===== config.mk =====
export PLATFORM = sky130hd
export DESIGN_NAME = vending_core_param
export DESIGN_NICKNAME = d
export VERILOG_FILES = /design/src/rtl/vending_pkg.sv /design/src/rtl/stock_bank.sv /design/src/rtl/vending_core_param.sv
export SDC_FILE = /design/constraint.sdc
export NUM_CORES = 1
export LEC_CHECK = 0
export BUFFER_PORTS_ARGS = -buffer_cell sky130_fd_sc_hd__clkbuf_2
export CORE_AREA = 2 2 125 127
export DETAILED_ROUTE_END_ITERATION = 12
export DIE_AREA = 0 0 127 129
export PLACE_DENSITY = 0.68
export SLEW_MARGIN = 5
export SYNTH_ARGS = -nofsm -noshare
export SYNTH_HDL_FRONTEND = slang
export SYNTH_SLANG_ARGS = --single-unit

===== constraint.sdc =====
create_clock -name clk -period 15.5 [get_ports clk]
set_clock_uncertainty 0.1 [all_clocks]
set_input_delay 1.55 -clock clk [delete_from_list [all_inputs] [get_ports clk]]
set_output_delay 1.55 -clock clk [all_outputs]
set_load 0.01 [all_outputs]

===== src/rtl/vending_pkg.sv =====
// Shared encodings for the vending core: request modes, error codes and FSM states.
package vending_pkg;

    // Request modes
    localparam logic [1:0] MODE_NOP       = 2'd0;
    localparam logic [1:0] MODE_SELL      = 2'd1;
    localparam logic [1:0] MODE_RESTOCK   = 2'd2;
    localparam logic [1:0] MODE_SET_PRICE = 2'd3;

    // Error codes; NO_STOCK also reports a restock overflow
    localparam logic [1:0] ERR_NONE     = 2'd0;
    localparam logic [1:0] ERR_BAD_ARG  = 2'd1;
    localparam logic [1:0] ERR_NO_STOCK = 2'd2;
    localparam logic [1:0] ERR_NO_FUNDS = 2'd3;

    // FSM state type and legacy-compatible encodings
    typedef logic [1:0] state_t;
    localparam state_t ST_IDLE   = 2'd0;
    localparam state_t ST_CHECK  = 2'd1;
    localparam state_t ST_COMMIT = 2'd2;

endpackage


===== src/rtl/stock_bank.sv =====
// Per-type stock and price registers with a combinational read port and a
// single write port that updates both fields of one entry.
module stock_bank
    import vending_pkg::*;
#(
    parameter int unsigned N_TYPES       = 8,
    parameter int unsigned STOCK_W       = 4,
    parameter int unsigned MONEY_W       = 7,
    parameter int unsigned INIT_STOCK    = 5,
    parameter int unsigned DEFAULT_PRICE = 5,
    parameter int unsigned IDX_W         = 3
) (
    input  logic               clk,
    input  logic               rst,
    input  logic [IDX_W-1:0]   rd_idx,
    output logic [STOCK_W-1:0] rd_stock,
    output logic [MONEY_W-1:0] rd_price,
    input  logic               wr_en,
    input  logic [IDX_W-1:0]   wr_idx,
    input  logic [STOCK_W-1:0] wr_stock,
    input  logic [MONEY_W-1:0] wr_price
);

    logic [STOCK_W-1:0] stock_q [N_TYPES];
    logic [MONEY_W-1:0] price_q [N_TYPES];

    // Read port; out-of-range indices read as zero
    always_comb begin
        rd_stock = '0;
        rd_price = '0;
        if (32'(rd_idx) < N_TYPES) begin
            rd_stock = stock_q[rd_idx];
            rd_price = price_q[rd_idx];
        end
    end

    // Register array: reset to initial values, single guarded write
    always_ff @(posedge clk or posedge rst) begin
        if (rst) begin
            for (int unsigned i = 0; i < N_TYPES; i++) begin
                stock_q[i] <= STOCK_W'(INIT_STOCK);
                price_q[i] <= MONEY_W'(DEFAULT_PRICE);
            end
        end else if (wr_en && (32'(wr_idx) < N_TYPES)) begin
            stock_q[wr_idx] <= wr_stock;
            price_q[wr_idx] <= wr_price;
        end
    end

endmodule


===== src/rtl/vending_core_param.sv =====
// Vending machine core: accepts a SELL / RESTOCK / SET_PRICE / NOP request,
// validates it against the stock bank, and commits it two states later.
module vending_core_param
    import vending_pkg::*;
#(
    parameter int unsigned N_TYPES       = 8,
    parameter int unsigned STOCK_W       = 4,
    parameter int unsigned MONEY_W       = 7,
    parameter int unsigned INIT_STOCK    = 5,
    parameter int unsigned DEFAULT_PRICE = 5
) (
    input  logic                       clk,
    input  logic                       rst,
    input  logic [1:0]                 mode,
    input  logic                       req,
    input  logic [$clog2(N_TYPES)-1:0] supply_type,
    input  logic [STOCK_W-1:0]         amount,
    input  logic [MONEY_W-1:0]         money,
    output logic                       busy,
    output logic                       done,
    output logic                       error,
    output logic [1:0]                 err_code,
    output logic [MONEY_W-1:0]         change
);

    localparam int unsigned IDX_W  = $clog2(N_TYPES);
    localparam int unsigned COST_W = MONEY_W + STOCK_W;

    state_t             state;
    logic [1:0]         mode_q;
    logic [IDX_W-1:0]   type_q;
    logic [STOCK_W-1:0] amount_q;
    logic [MONEY_W-1:0] money_q;

    logic [STOCK_W-1:0] rd_stock;
    logic [MONEY_W-1:0] rd_price;
    logic [STOCK_W-1:0] new_stock_q;
    logic [MONEY_W-1:0] new_price_q;
    logic               wr_en;

    logic               type_ok;
    logic [COST_W-1:0]  cost;
    logic [STOCK_W:0]   restock_sum;
    logic [1:0]         chk_code;
    logic [MONEY_W-1:0] chk_change;
    logic [STOCK_W-1:0] chk_stock;
    logic [MONEY_W-1:0] chk_price;

    assign busy  = (state != ST_IDLE);
    assign done  = (state == ST_COMMIT);
    assign wr_en = (state == ST_COMMIT) && !error && (mode_q != MODE_NOP);

    stock_bank #(
        .N_TYPES       (N_TYPES),
        .STOCK_W       (STOCK_W),
        .MONEY_W       (MONEY_W),
        .INIT_STOCK    (INIT_STOCK),
        .DEFAULT_PRICE (DEFAULT_PRICE),
        .IDX_W         (IDX_W)
    ) u_bank (
        .clk      (clk),
        .rst      (rst),
        .rd_idx   (type_q),
        .rd_stock (rd_stock),
        .rd_price (rd_price),
        .wr_en    (wr_en),
        .wr_idx   (type_q),
        .wr_stock (new_stock_q),
        .wr_price (new_price_q)
    );

    // Validate the registered request against the bank and compute the outcome
    always_comb begin
        type_ok     = (32'(type_q) < N_TYPES);
        cost        = COST_W'(rd_price) * COST_W'(amount_q);
        restock_sum = {1'b0, rd_stock} + {1'b0, amount_q};
        chk_code    = ERR_NONE;
        chk_change  = '0;
        chk_stock   = rd_stock;
        chk_price   = rd_price;
        case (mode_q)
            MODE_SELL: begin
                if (!type_ok || (amount_q == '0)) begin
                    chk_code = ERR_BAD_ARG;
                end else if (amount_q > rd_stock) begin
                    chk_code = ERR_NO_STOCK;
                end else if (cost > COST_W'(money_q)) begin
                    chk_code = ERR_NO_FUNDS;
                end else begin
                    chk_stock  = rd_stock - amount_q;
                    chk_change = money_q - cost[MONEY_W-1:0];
                end
            end
            MODE_RESTOCK: begin
                if (!type_ok) begin
                    chk_code = ERR_BAD_ARG;
                end else if (restock_sum[STOCK_W]) begin
                    chk_code = ERR_NO_STOCK;
                end else begin
                    chk_stock = restock_sum[STOCK_W-1:0];
                end
            end
            MODE_SET_PRICE: begin
                if (!type_ok) begin
                    chk_code = ERR_BAD_ARG;
                end else begin
                    chk_price = money_q;
                end
            end
            default: begin
            end
        endcase
    end

    // FSM: latch operands on accept, register the verdict in CHECK, pulse done in COMMIT
    always_ff @(posedge clk or posedge rst) begin
        if (rst) begin
            state       <= ST_IDLE;
            mode_q      <= MODE_NOP;
            type_q      <= '0;
            amount_q    <= '0;
            money_q     <= '0;
            error       <= 1'b0;
            err_code    <= ERR_NONE;
            change      <= '0;
            new_stock_q <= '0;
            new_price_q <= '0;
        end else begin
            case (state)
                ST_IDLE: begin
                    if (req) begin
                        state    <= ST_CHECK;
                        mode_q   <= mode;
                        type_q   <= supply_type;
                        amount_q <= amount;
                        money_q  <= money;
                        error    <= 1'b0;
                        err_code <= ERR_NONE;
                        change   <= '0;
                    end
                end
                ST_CHECK: begin
                    state       <= ST_COMMIT;
                    error       <= (chk_code != ERR_NONE);
                    err_code    <= chk_code;
                    change      <= chk_change;
                    new_stock_q <= chk_stock;
                    new_price_q <= chk_price;
                end
                ST_COMMIT: begin
                    state <= ST_IDLE;
                end
                default: begin
                    state <= ST_IDLE;
                end
            endcase
        end
    end

endmodule


==> results of run 1 <==
-- power groups by stage --
stage	sequential, mW	combinational (mW)	clock [mW]
after CTS	0.532	0.456	0.399
after floorplan	0.486	0.375	0
final	0.533	0.458	0.392
after detailed placement	0.536	0.451	0
after global routing	0.547	0.507	0.416
after global placement	0.531	0.437	0
-- cells in the mapped netlist, drive strengths merged, types with 2 or more instances --
| cell type | instances | area share |
|---|---|---|
| a211oi | 2 | 0.0020 |
| a21boi | 2 | 0.0020 |
| a21o | 8 | 0.0082 |
| a21oi | 27 | 0.019 |
| a221o | 8 | 0.011 |
| a221oi | 12 | 0.019 |
| and2 | 5 | 0.0043 |
| and2b | 2 | 0.0020 |
| and3 | 2 | 0.0017 |
| buf | 21 | 0.016 |
| clkbuf | 8 | 0.0041 |
| clkinv | 2 | 0.0010 |
| dfrtp | 95 | 0.32 |
| dfstp | 32 | 0.11 |
| fa | 13 | 0.035 |
| ha | 41 | 0.070 |
| inv | 40 | 0.020 |
| mux2 | 109 | 0.17 |
| mux2i | 12 | 0.016 |
| mux4 | 4 | 0.012 |
| nand2 | 45 | 0.023 |
| nand2b | 14 | 0.012 |
| nand3 | 9 | 0.0068 |
| nand3b | 2 | 0.0020 |
| nand4b | 2 | 0.0024 |
| nor2 | 28 | 0.014 |
| nor2b | 11 | 0.0094 |
| nor3 | 7 | 0.0077 |
| nor3b | 3 | 0.0031 |
| o21ai | 50 | 0.034 |
| o21bai | 3 | 0.0031 |
| o22ai | 6 | 0.0051 |
| xnor2 | 7 | 0.0083 |
| xor2 | 4 | 0.0048 |
-- flip-flops by register name (all words and copies together) (netlist names), 3 cells and up --
signal / cells
change: 7
type_q: 3
new_price_q: 7
u_bank.stock_q: 32
amount_q: 4
new_stock_q: 4
money_q: 7
u_bank.price_q: 56
-- critical path, stage by stage (launching register included) --
cell      delay, ns
dfrtp_1        0.84
inv_1          0.25
nor3_1         0.59
a221o_1        0.30
a221o_1        0.17
nand2_1        0.09
fa_1           0.54
inv_1          0.05
fa_1           0.56
inv_1          0.07
fa_1           0.45
nand2b_1       0.19
nand2b_1       0.09
a21oi_1        0.08
xnor2_1        0.14
ha_1           0.34
nand4_1        0.14
o22ai_1        0.24
nand4b_1       0.18
nor3_4         0.41
nand3_2        0.23
o21ai_1        0.21
-- how the worst max path moves through the flow --
stage	slack [ns]	cells past startpoint	end
floorplan	10.41	23	new_stock_q[3]
global placement	9.54	21	change[6]
detailed placement	9.24	22	change[2]
CTS	9.19	21	change[6]
global route	8.76	22	change[6]
finish	9.17	21	change[6]
-- layer usage --
layer  track usage  part of all wire  routed length (µm)
met5             0                 0                   0
met3        0.0445             0.040                 652
met1         0.285              0.47                7580
met4        0.0724             0.017                 279
met2         0.345              0.47                7680
-- cells by family after synthesis --
family / Yosys count
xor+xnor: 11
mux: 125
flops: 127
buf+inv: 71
fa+ha+maj: 54
simple gates: 136
compound gates: 126
-- area by class of cell --
type / count / area, µm² / share of cell area
timing repair buffer: 36 / 195 / 0.0237
clock inverter: 12 / 136 / 0.0166
inverter: 42 / 160 / 0.0195
multi-input combinational: 452 / 3840 / 0.466
sequential: 127 / 3220 / 0.391
tap: 188 / 235 / 0.0286
clock buffer: 20 / 447 / 0.0543
-- metrics by stage --
step / cells / total power, mW
after CTS: 877 / 1.39
after global routing: 877 / 1.47
after global placement: 845 / 0.968
final: 877 / 1.38
after detailed placement: 845 / 0.987
after floorplan: 650 / 0.862
==> results.py, run 1 <==
metrics = {
    "min_path": {
        "worst_hold_path.endpoint": "change[5]",
        "worst_hold_path.num_cells": 2,
        "min-delay-start": "change[5]",
        "worst_hold_path_type": "reg -> reg",
    },
    "logic_synthesis": {
        "synth.net_count": 723,
        "flip_flop_and_latch_count_after_synthesis": 127,
        "synth_warnings": 0,
        "synthCells": 650,
        "flip_flop_cell_with_the_highest_count_after_synthesis": "dfrtp_1",
        "simple_gate_share_of_the_synthesized_area": 0.0955,
        "synth-xor-area-share": 0.0131,
        "synth_sequential_area_ratio": 0.437,
        "post_synth.cell_area_avg_um2": 11.3,
        "synth_adder_area_share": 0.105,
        "synth_compound_area_frac": 0.111,
        "synth_edf_count": 0,
        "unique_cell_type_count_in_the_yosys_netlist": 60,
        "synth_top_family_by_area": "multiplexers",
        "yosys-mux-area-fraction": 0.196,
        "synth-async-reset-ratio": 1.00,
        "mappedNetlistArea_um2": 7360,
    },
    "placed_design": {
        "place_hpwl_um": 11600,
        "globalplace.congestion": 0.909,
        "place.port_buffers": 30,
        "dpl_worst_slack_ns": 9.24,
        "detailed_place.area_um2": 7650,
    },
    "setup_path": {
        "regToRegSetupSlack_ns": 9.17,
        "startpoint_type": "register",
        "startpoint_of_the_lowest_slack_register_to_register_path": "type_q[1]",
        "setup.worst_path.start": "type_q[1]",
        "critPathRequiredTime_ns": 15.74,
        "r2r.worst_path.cells": 21,
        "end_kind": "register",
        "path_class": "reg -> reg",
        "crit-reg2reg-capture": "change[6]",
        "critical_path_peak_fanout": 21,
        "critical_path_arrival_ns": 6.57,
    },
    "routing": {
        "route.detailed.vias_per_inst": 5.74,
        "routed_wire_length_per_instance_um": 18.5,
        "antenna_left": 0,
        "detail_route.wirelength_um": 16200,
        "dr_total_vias": 5033,
        "drt_pre_antenna_iters": 7,
        "dr.first_iter.drc_count": 423,
        "drc": 0,
    },
    "finish": {
        "insertedDiodeCount": 0,
        "n_fill_cell": 1245,
        "synthToLayoutAreaGrowth_pct": 11.8,
        "layout.cells.most_common_list": "mux2_2 (107), dfrtp_1 (95), nand2_1 (45), ha_1 (41), inv_1 (39)",
        "layout-drive-gt1-share": 0.327,
        "nets": 749,
        "final_core_util": 0.550,
        "mostFrequentLayoutCell": "mux2_2",
        "fin_area_um2": 8230,
    },
    "timing": {
        "final_period_minus_worst_setup_slack_ns": 6.33,
        "timing.final.hold_violations": 0,
        "achievable-frequency_ghz": 0.158,
        "totalNegativeSetupSlack_ns": 0,
        "rsz0062_at_grt": "false",
        "final.setup.worst_slack_ns": 9.17,
        "period_share": 0.408,
        "hold-worst-slack_ns": 0.387,
        "timing.final.max_slew_violations": 0,
        "maxSlewHeadroom": 0.293,
        "max_slew.worst_pin.slew_ns": 1.06,
        "setup_viol": 0,
    },
    "clock_tree": {
        "cts_max_path_buffers": 2,
        "cts.sink_count": 127,
        "ctsHoldBuffers": 0,
        "tritoncts": "done",
        "insertion_delay_to_the_later_sink_of_the_worst_skew_pair_ns": 0.42,
        "cts_buffers": 17,
        "postCtsResizedCells": 0,
        "clock_tree.root_cell": "clkbuf_16",
        "clk_transition_reported_paths_ns": 0.06,
        "post-cts-setup-buffers": 0,
        "cts_max_level": 4,
    },
    "power_and_ir_drop": {
        "total_leakage_power_nw": 3.86,
        "combPwrFrac": 0.331,
        "power-per-cell-area_nw_per_um2": 168,
        "switching_component_of_the_power_mw": 0.493,
        "net_switching_fraction_of_the_power": 0.357,
        "share_clk_of_total_power": 0.284,
        "sequentialPowerShare": 0.385,
        "p_int_mw": 0.890,
        "worst_ir_drop_vdd_mv": 0.0882,
    },
    "floorplan": {
        "die-height_um": 129,
        "top_level_ports": 31,
        "die_width_um": 127,
        "dieArea_um2": 16400,
        "std_cell_rows": 45,
        "initial_utilization": 0.491,
        "floorplan.core_area_um2": 15000,
    },
    "outcome": {
        "outcome": "finished clean",
    },
    "grt": {
        "grt_start_max_net_pins": 77,
        "first_global_vias": 5242,
        "global_route.overflow_total": 0,
        "grt_usage": 0.212,
        "initial_antenna_violation_count": 0,
        "grt_first_pass_wirelength_um": 27000,
    },
    "job": {
        "cap_viol_max_count": 0,
    },
}
Power figures use the tool's default switching activity.
==> run 2, diff against run 1 <==
--- a/config.mk
+++ b/config.mk
@@ -9,7 +9,7 @@
 export CORE_AREA = 2 2 125 127
 export DETAILED_ROUTE_END_ITERATION = 12
 export DIE_AREA = 0 0 127 129
-export PLACE_DENSITY = 0.68
+export PLACE_DENSITY = 0.7
 export SLEW_MARGIN = 5
 export SYNTH_ARGS = -nofsm -noshare
 export SYNTH_HDL_FRONTEND = slang
==> constraint.sdc (replaced) <==
create_clock -name clk -period 5.45 [get_ports clk]
set_clock_uncertainty 0.1 [all_clocks]
set_input_delay 0.545 -clock clk [delete_from_list [all_inputs] [get_ports clk]]
set_output_delay 0.545 -clock clk [all_outputs]
set_load 0.01 [all_outputs]
==> results.py, run 2 (same netlist as run 1, synthesis figures left out) <==
metrics = {
    "floorplan": {
        "die_width_um": 127,
        "std_cell_rows": 45,
        "initial_utilization": 0.491,
        "die-height_um": 129,
        "dieArea_um2": 16400,
        "top_level_ports": 31,
        "floorplan.core_area_um2": 15000,
    },
    "timing": {
        "hold-worst-slack_ns": 0.227,
        "maxSlewHeadroom": 0.228,
        "period_share": 0.960,
        "max_slew.worst_pin.slew_ns": 1.15,
        "setup_viol": 0,
        "timing.final.max_slew_violations": 0,
        "final_period_minus_worst_setup_slack_ns": 5.23,
        "achievable-frequency_ghz": 0.191,
        "timing.final.hold_violations": 0,
    },
    "clock_tree": {
        "cts.sink_count": 127,
        "insertion_delay_to_the_later_sink_of_the_worst_skew_pair_ns": 0.42,
        "cts_max_path_buffers": 2,
        "clk_transition_reported_paths_ns": 0.06,
        "cts_buffers": 17,
        "cts_max_level": 4,
        "tritoncts": "done",
        "clock_tree.root_cell": "clkbuf_16",
        "ctsHoldBuffers": 0,
    },
    "routing": {
        "drt_pre_antenna_iters": 5,
        "dr.first_iter.drc_count": 359,
        "antenna_left": 0,
        "detail_route.wirelength_um": 16700,
        "route.detailed.vias_per_inst": 5.72,
        "routed_wire_length_per_instance_um": 18.4,
        "dr_total_vias": 5179,
        "drc": 0,
    },
    "setup_path": {
        "r2r.worst_path.cells": 23,
        "worst_path_dominant_cell_family": "adder cells",
        "critPathRequiredTime_ns": 5.65,
        "cpMaxStageDelayCell": "fa_1",
        "setup.worst_path.start": "type_q[0]",
        "worst_path_most_repeated_cell": "buf_4",
        "startpoint_of_the_lowest_slack_register_to_register_path": "type_q[0]",
        "end_kind": "register",
        "sequence_of_cells_on_the_critical_path": "buf_4 -> mux2_4 -> a221o_1 -> a221oi_2 -> buf_4 -> buf_4 -> nor2_1 -> fa_1 -> inv_1 -> fa_1 -> inv_1 -> ha_2 -> a21oi_2 -> xnor2_1 -> ha_1 -> nand4_1 -> a21oi_1 -> o22ai_2 -> nand4b_1 -> nor3_4 -> buf_6 -> mux2i_1 -> o21ai_1",
        "startpoint_type": "register",
        "cp_slowest_stage_delay_ns": 0.54,
        "number_of_cells_on_the_critical_path": 23,
        "critical_path_peak_fanout": 8,
        "path_class": "reg -> reg",
        "crit_path_buffers_inverters": 6,
        "regToRegSetupSlack_ns": 0.22,
        "critical_path_arrival_ns": 5.43,
    },
    "placed_design": {
        "place.port_buffers": 30,
        "globalplace.congestion": 0.869,
        "place_hpwl_um": 11900,
        "dpl.cell_count": 862,
    },
    "finish": {
        "layout.cells.most_common_list": "mux2_2 (107), dfrtp_1 (92), nand2_1 (44), inv_1 (39), ha_1 (39)",
        "reg_top3": "u_bank.price_q x56, u_bank.stock_q x32",
        "mostFrequentLayoutCell": "mux2_2",
        "layout-drive-gt1-share": 0.384,
        "synthToLayoutAreaGrowth_pct": 17.1,
        "nets": 778,
        "largest_reg_flops": 56,
        "instances_no_fill": 906,
        "largest-register": "u_bank.price_q",
        "insertedDiodeCount": 0,
        "final_core_util": 0.575,
        "n_fill_cell": 1200,
    },
    "power_and_ir_drop": {
        "worst_ir_drop_vdd_mv": 0.268,
        "power-per-cell-area_nw_per_um2": 482,
        "total_leakage_power_nw": 4.05,
    },
    "min_path": {
        "worst_hold_path.num_cells": 3,
        "min-delay-start": "amount[2]",
        "worst_hold_path_type": "in -> reg",
    },
    "outcome": {
        "outcome": "finished clean",
    },
    "grt": {
        "grt_first_pass_wirelength_um": 27200,
        "grt_usage": 0.214,
        "global_route.overflow_total": 0,
        "grt_start_max_net_pins": 87,
        "initial_antenna_violation_count": 0,
        "first_global_vias": 5350,
    },
    "job": {
        "cap_viol_max_count": 0,
    },
}
run 2: cell count changes in the layout (fill, tap and decap cells not counted), sizes merged:
cell      before  now
bufinv         2    3
clkbuf        50   52
buf            6   35
clkinvlp       3    2
inv           42   40
run 2: where the power goes:
part           internal [mW]  switching (mW)  total [mW]
logic                  0.709           0.768        1.48
registers               1.25           0.245        1.49
clock network          0.765           0.415        1.18
total                   2.72            1.43        4.15
run 2: worst register-to-register path: stages (launching register included):
cell	delay, ns
dfrtp_2	0.48
buf_4	0.16
mux2_4	0.28
a221o_1	0.31
a221oi_2	0.22
buf_4	0.18
buf_4	0.10
nor2_1	0.04
fa_1	0.54
inv_1	0.06
fa_1	0.53
inv_1	0.05
ha_2	0.38
a21oi_2	0.07
xnor2_1	0.12
ha_1	0.34
nand4_1	0.13
a21oi_1	0.07
o22ai_2	0.15
nand4b_1	0.18
nor3_4	0.18
buf_6	0.16
mux2i_1	0.20
o21ai_1	0.07
run 2: area by class of cell:
cell class | instances | area, µm² | area share
Sequential cell | 127 | 3220 | 0.374
Clock buffer | 22 | 484 | 0.0562
Multi-Input combinational cell | 452 | 3950 | 0.458
Tap cell | 188 | 235 | 0.0273
Clock inverter | 10 | 134 | 0.0155
Inverter | 42 | 160 | 0.0186
Timing Repair Buffer | 65 | 432 | 0.0501
run 2: final timing paths:
path | to
min in group asynchronous | money_q[4]
max | new_stock_q[3]
max in group asynchronous | type_q[1]
min reg2reg | change[5]
min | amount_q[2]
max reg2reg | new_stock_q[3]
run 2: per-layer routing:
metal | track usage | vias up | part of all wire
met5 | 0 | - | 0
met4 | 0.0724 | 0 | 0.020
met3 | 0.0478 | 29 | 0.037
met2 | 0.361 | 112 | 0.50
met1 | 0.274 | 2621 | 0.44
li1 | - | 2417 | -
run 2: metrics by stage:
stage	total power [mW]	setup WS (ns)	setup TNS [ns]	cell area, µm²
2_1_floorplan	2.45	0.363	0	7360
3_3_place_gp	2.79	-0.00932	-0.0387	7780
3_5_place_dp	2.85	-0.235	-1.96	7780
4_1_cts	4.09	0.0274	0	8440
5_1_grt	4.39	-0.0257	-0.0260	8620
6_report	4.15	0.221	0	8620
run 2: timing repair:
item | in CTS | in global routing
resized for setup | 7 | 26
setup endpoints to repair | 13 | 13
setup buffers | 3 | 9
pin swaps | 1 | 16
==> run 3, diff against run 2 <==
--- a/config.mk
+++ b/config.mk
@@ -9,7 +9,8 @@
 export CORE_AREA = 2 2 125 127
 export DETAILED_ROUTE_END_ITERATION = 12
 export DIE_AREA = 0 0 127 129
-export PLACE_DENSITY = 0.7
+export PLACE_DENSITY = 0.68
+export SKIP_CTS_REPAIR_TIMING = 1
 export SLEW_MARGIN = 5
 export SYNTH_ARGS = -nofsm -noshare
 export SYNTH_HDL_FRONTEND = slang
==> constraint.sdc (replaced) <==
create_clock -name clk -period 5.5 [get_ports clk]
set_clock_uncertainty 0.1 [all_clocks]
set_input_delay 1.1 -clock clk [delete_from_list [all_inputs] [get_ports clk]]
set_output_delay 1.1 -clock clk [all_outputs]
set_load 0.01 [all_outputs]
==> results.py, run 3 (same netlist as run 1, synthesis figures left out) <==
metrics = {
    "outcome": {
        "outcome": "finished clean",
    },
    "setup_path": {
        "critical_path_arrival_ns": 5.59,
        "critical_path_peak_fanout": 8,
        "cp_slowest_stage_delay_ns": 0.53,
        "cpMaxStageDelayCell": "fa_1",
        "crit_path_buffers_inverters": 4,
        "critPathRequiredTime_ns": 5.68,
        "path_class": "reg -> reg",
        "end_kind": "register",
        "sequence_of_cells_on_the_critical_path": "clkbuf_2 -> mux2_2 -> a22o_1 -> a221o_1 -> and2_1 -> fa_1 -> inv_1 -> fa_1 -> inv_1 -> ha_4 -> nor2b_1 -> nor2_1 -> xnor2_1 -> ha_1 -> o21ai_0 -> o21bai_1 -> o22ai_2 -> nand4b_1 -> nor3_4 -> buf_6 -> mux2i_1 -> o21ai_1",
        "worst_path_dominant_cell_family": "adder cells",
        "startpoint_type": "register",
    },
    "floorplan": {
        "die-height_um": 129,
        "initial_utilization": 0.491,
        "dieArea_um2": 16400,
        "top_level_ports": 31,
        "floorplan.core_area_um2": 15000,
        "std_cell_rows": 45,
        "die_width_um": 127,
    },
    "grt": {
        "grt_first_pass_wirelength_um": 27200,
        "first_global_vias": 5233,
        "initial_antenna_violation_count": 0,
        "grt_start_max_net_pins": 46,
        "grt_usage": 0.214,
        "global_route.overflow_total": 0,
    },
    "clock_tree": {
        "cts_max_level": 4,
        "insertion_delay_to_the_later_sink_of_the_worst_skew_pair_ns": 0.43,
        "tritoncts": "done",
        "cts.sink_count": 127,
        "cts_max_path_buffers": 2,
        "clock_tree.root_cell": "clkbuf_16",
        "cts_buffers": 17,
        "clk_transition_reported_paths_ns": 0.06,
    },
    "finish": {
        "layout-drive-gt1-share": 0.363,
        "final_core_util": 0.568,
        "largest-register": "u_bank.price_q",
        "layout.cells.most_common_list": "mux2_2 (107), dfrtp_1 (94), nand2_1 (45), ha_1 (40), inv_1 (39)",
        "n_fill_cell": 1226,
        "synthToLayoutAreaGrowth_pct": 15.7,
        "nets": 774,
        "largest_reg_flops": 56,
        "mostFrequentLayoutCell": "mux2_2",
        "instances_no_fill": 902,
        "reg_top3": "u_bank.price_q x56, u_bank.stock_q x32",
        "insertedDiodeCount": 0,
    },
    "routing": {
        "drc": 0,
        "routed_wire_length_per_instance_um": 18.5,
        "dr.first_iter.drc_count": 392,
        "drt_pre_antenna_iters": 4,
        "detail_route.wirelength_um": 16700,
        "route.detailed.vias_per_inst": 5.67,
        "antenna_left": 0,
        "dr_total_vias": 5110,
    },
    "timing": {
        "final_period_minus_worst_setup_slack_ns": 5.41,
        "achievable-frequency_ghz": 0.185,
        "setup_viol": 0,
        "max_slew.worst_pin.slew_ns": 1.23,
        "timing.final.max_slew_violations": 0,
        "maxSlewHeadroom": 0.176,
        "period_share": 0.983,
        "timing.final.hold_violations": 0,
    },
    "job": {
        "cap_viol_max_count": 0,
    },
    "power_and_ir_drop": {
        "power-per-cell-area_nw_per_um2": 479,
        "total_leakage_power_nw": 4.00,
        "worst_ir_drop_vdd_mv": 0.288,
    },
    "placed_design": {
        "dpl.cell_count": 860,
        "place_hpwl_um": 12000,
        "globalplace.congestion": 0.890,
        "place.port_buffers": 30,
    },
    "min_path": {
        "worst_hold_path_type": "reg -> reg",
    },
}
==> run 3: cell types whose count changed in the layout (fill, tap and decap cells not counted), moves of 2 or more <==
cell      change
dfrtp_1       +2
clkinv_2      -2
dfrtp_2       -2
buf_4         -3
nor2b_1       +2
o21ai_1       +3
inv_6         +3
clkbuf_8      -2
o21ai_2       -3
==> run 3: layout make-up <==
class	count	area (µm²)	area share
timing repair buffer	61	388	0.0456
tap	188	235	0.0276
clock inverter	12	158	0.0185
inverter	42	160	0.0188
sequential	127	3220	0.378
clock buffer	20	457	0.0537
multi-input combinational	452	3890	0.458
==> run 3: layer usage <==
metal | GRT usage | vias to the layer above | routed length (µm)
li1 | - | 2404 | -
met1 | 0.278 | 2586 | 7570
met2 | 0.357 | 100 | 8310
met3 | 0.0503 | 20 | 537
met4 | 0.0705 | 0 | 263
met5 | 0 | - | 0
==> run 3: final timing paths <==
path | slack, ns | end | startpoint | cells past startpoint
setup / recovery | 0.09 | new_stock_q[3] | type_q[0] | 22
hold / removal | 0.39 | change[5] | change[5] | 2
setup reg to reg | 0.09 | new_stock_q[3] | type_q[0] | 22
hold reg to reg | 0.39 | change[5] | change[5] | 2
max in group asynchronous | 3.68 | state[1] | rst | 3
min in group asynchronous | 0.63 | change[0] | rst | 2
==> run 3: metrics by stage <==
step / TNS, ns / power, mW / hold slack [ns] / setup slack, ns / cell area [µm²]
after detailed placement: -0.747 / 2.81 / 0.381 / -0.104 / 7760
after CTS: -1.59 / 3.99 / 0.394 / -0.171 / 8380
after global routing: -0.152 / 4.32 / 0.410 / -0.0707 / 8510
after global placement: 0 / 2.75 / 0.371 / 0.0140 / 7760
after floorplan: 0 / 2.43 / 0.372 / 0.413 / 7360
final: 0 / 4.08 / 0.386 / 0.0922 / 8510
==> run 3: worst min-delay path, cell delays in order, from the launching register on <==
cell	delay [ns]
dfrtp_1	0.34
nand2_1	0.05
o21ai_1	0.06
==> run 3: report_power, final <==
part | total (mW) | leakage [nW] | internal, mW | switching (mW)
sequential | 1.47 | 1.60 | 1.24 | 0.239
clock | 1.16 | 0.293 | 0.739 | 0.422
combinational | 1.44 | 2.11 | 0.690 | 0.750
total | 4.08 | 4.00 | 2.66 | 1.41
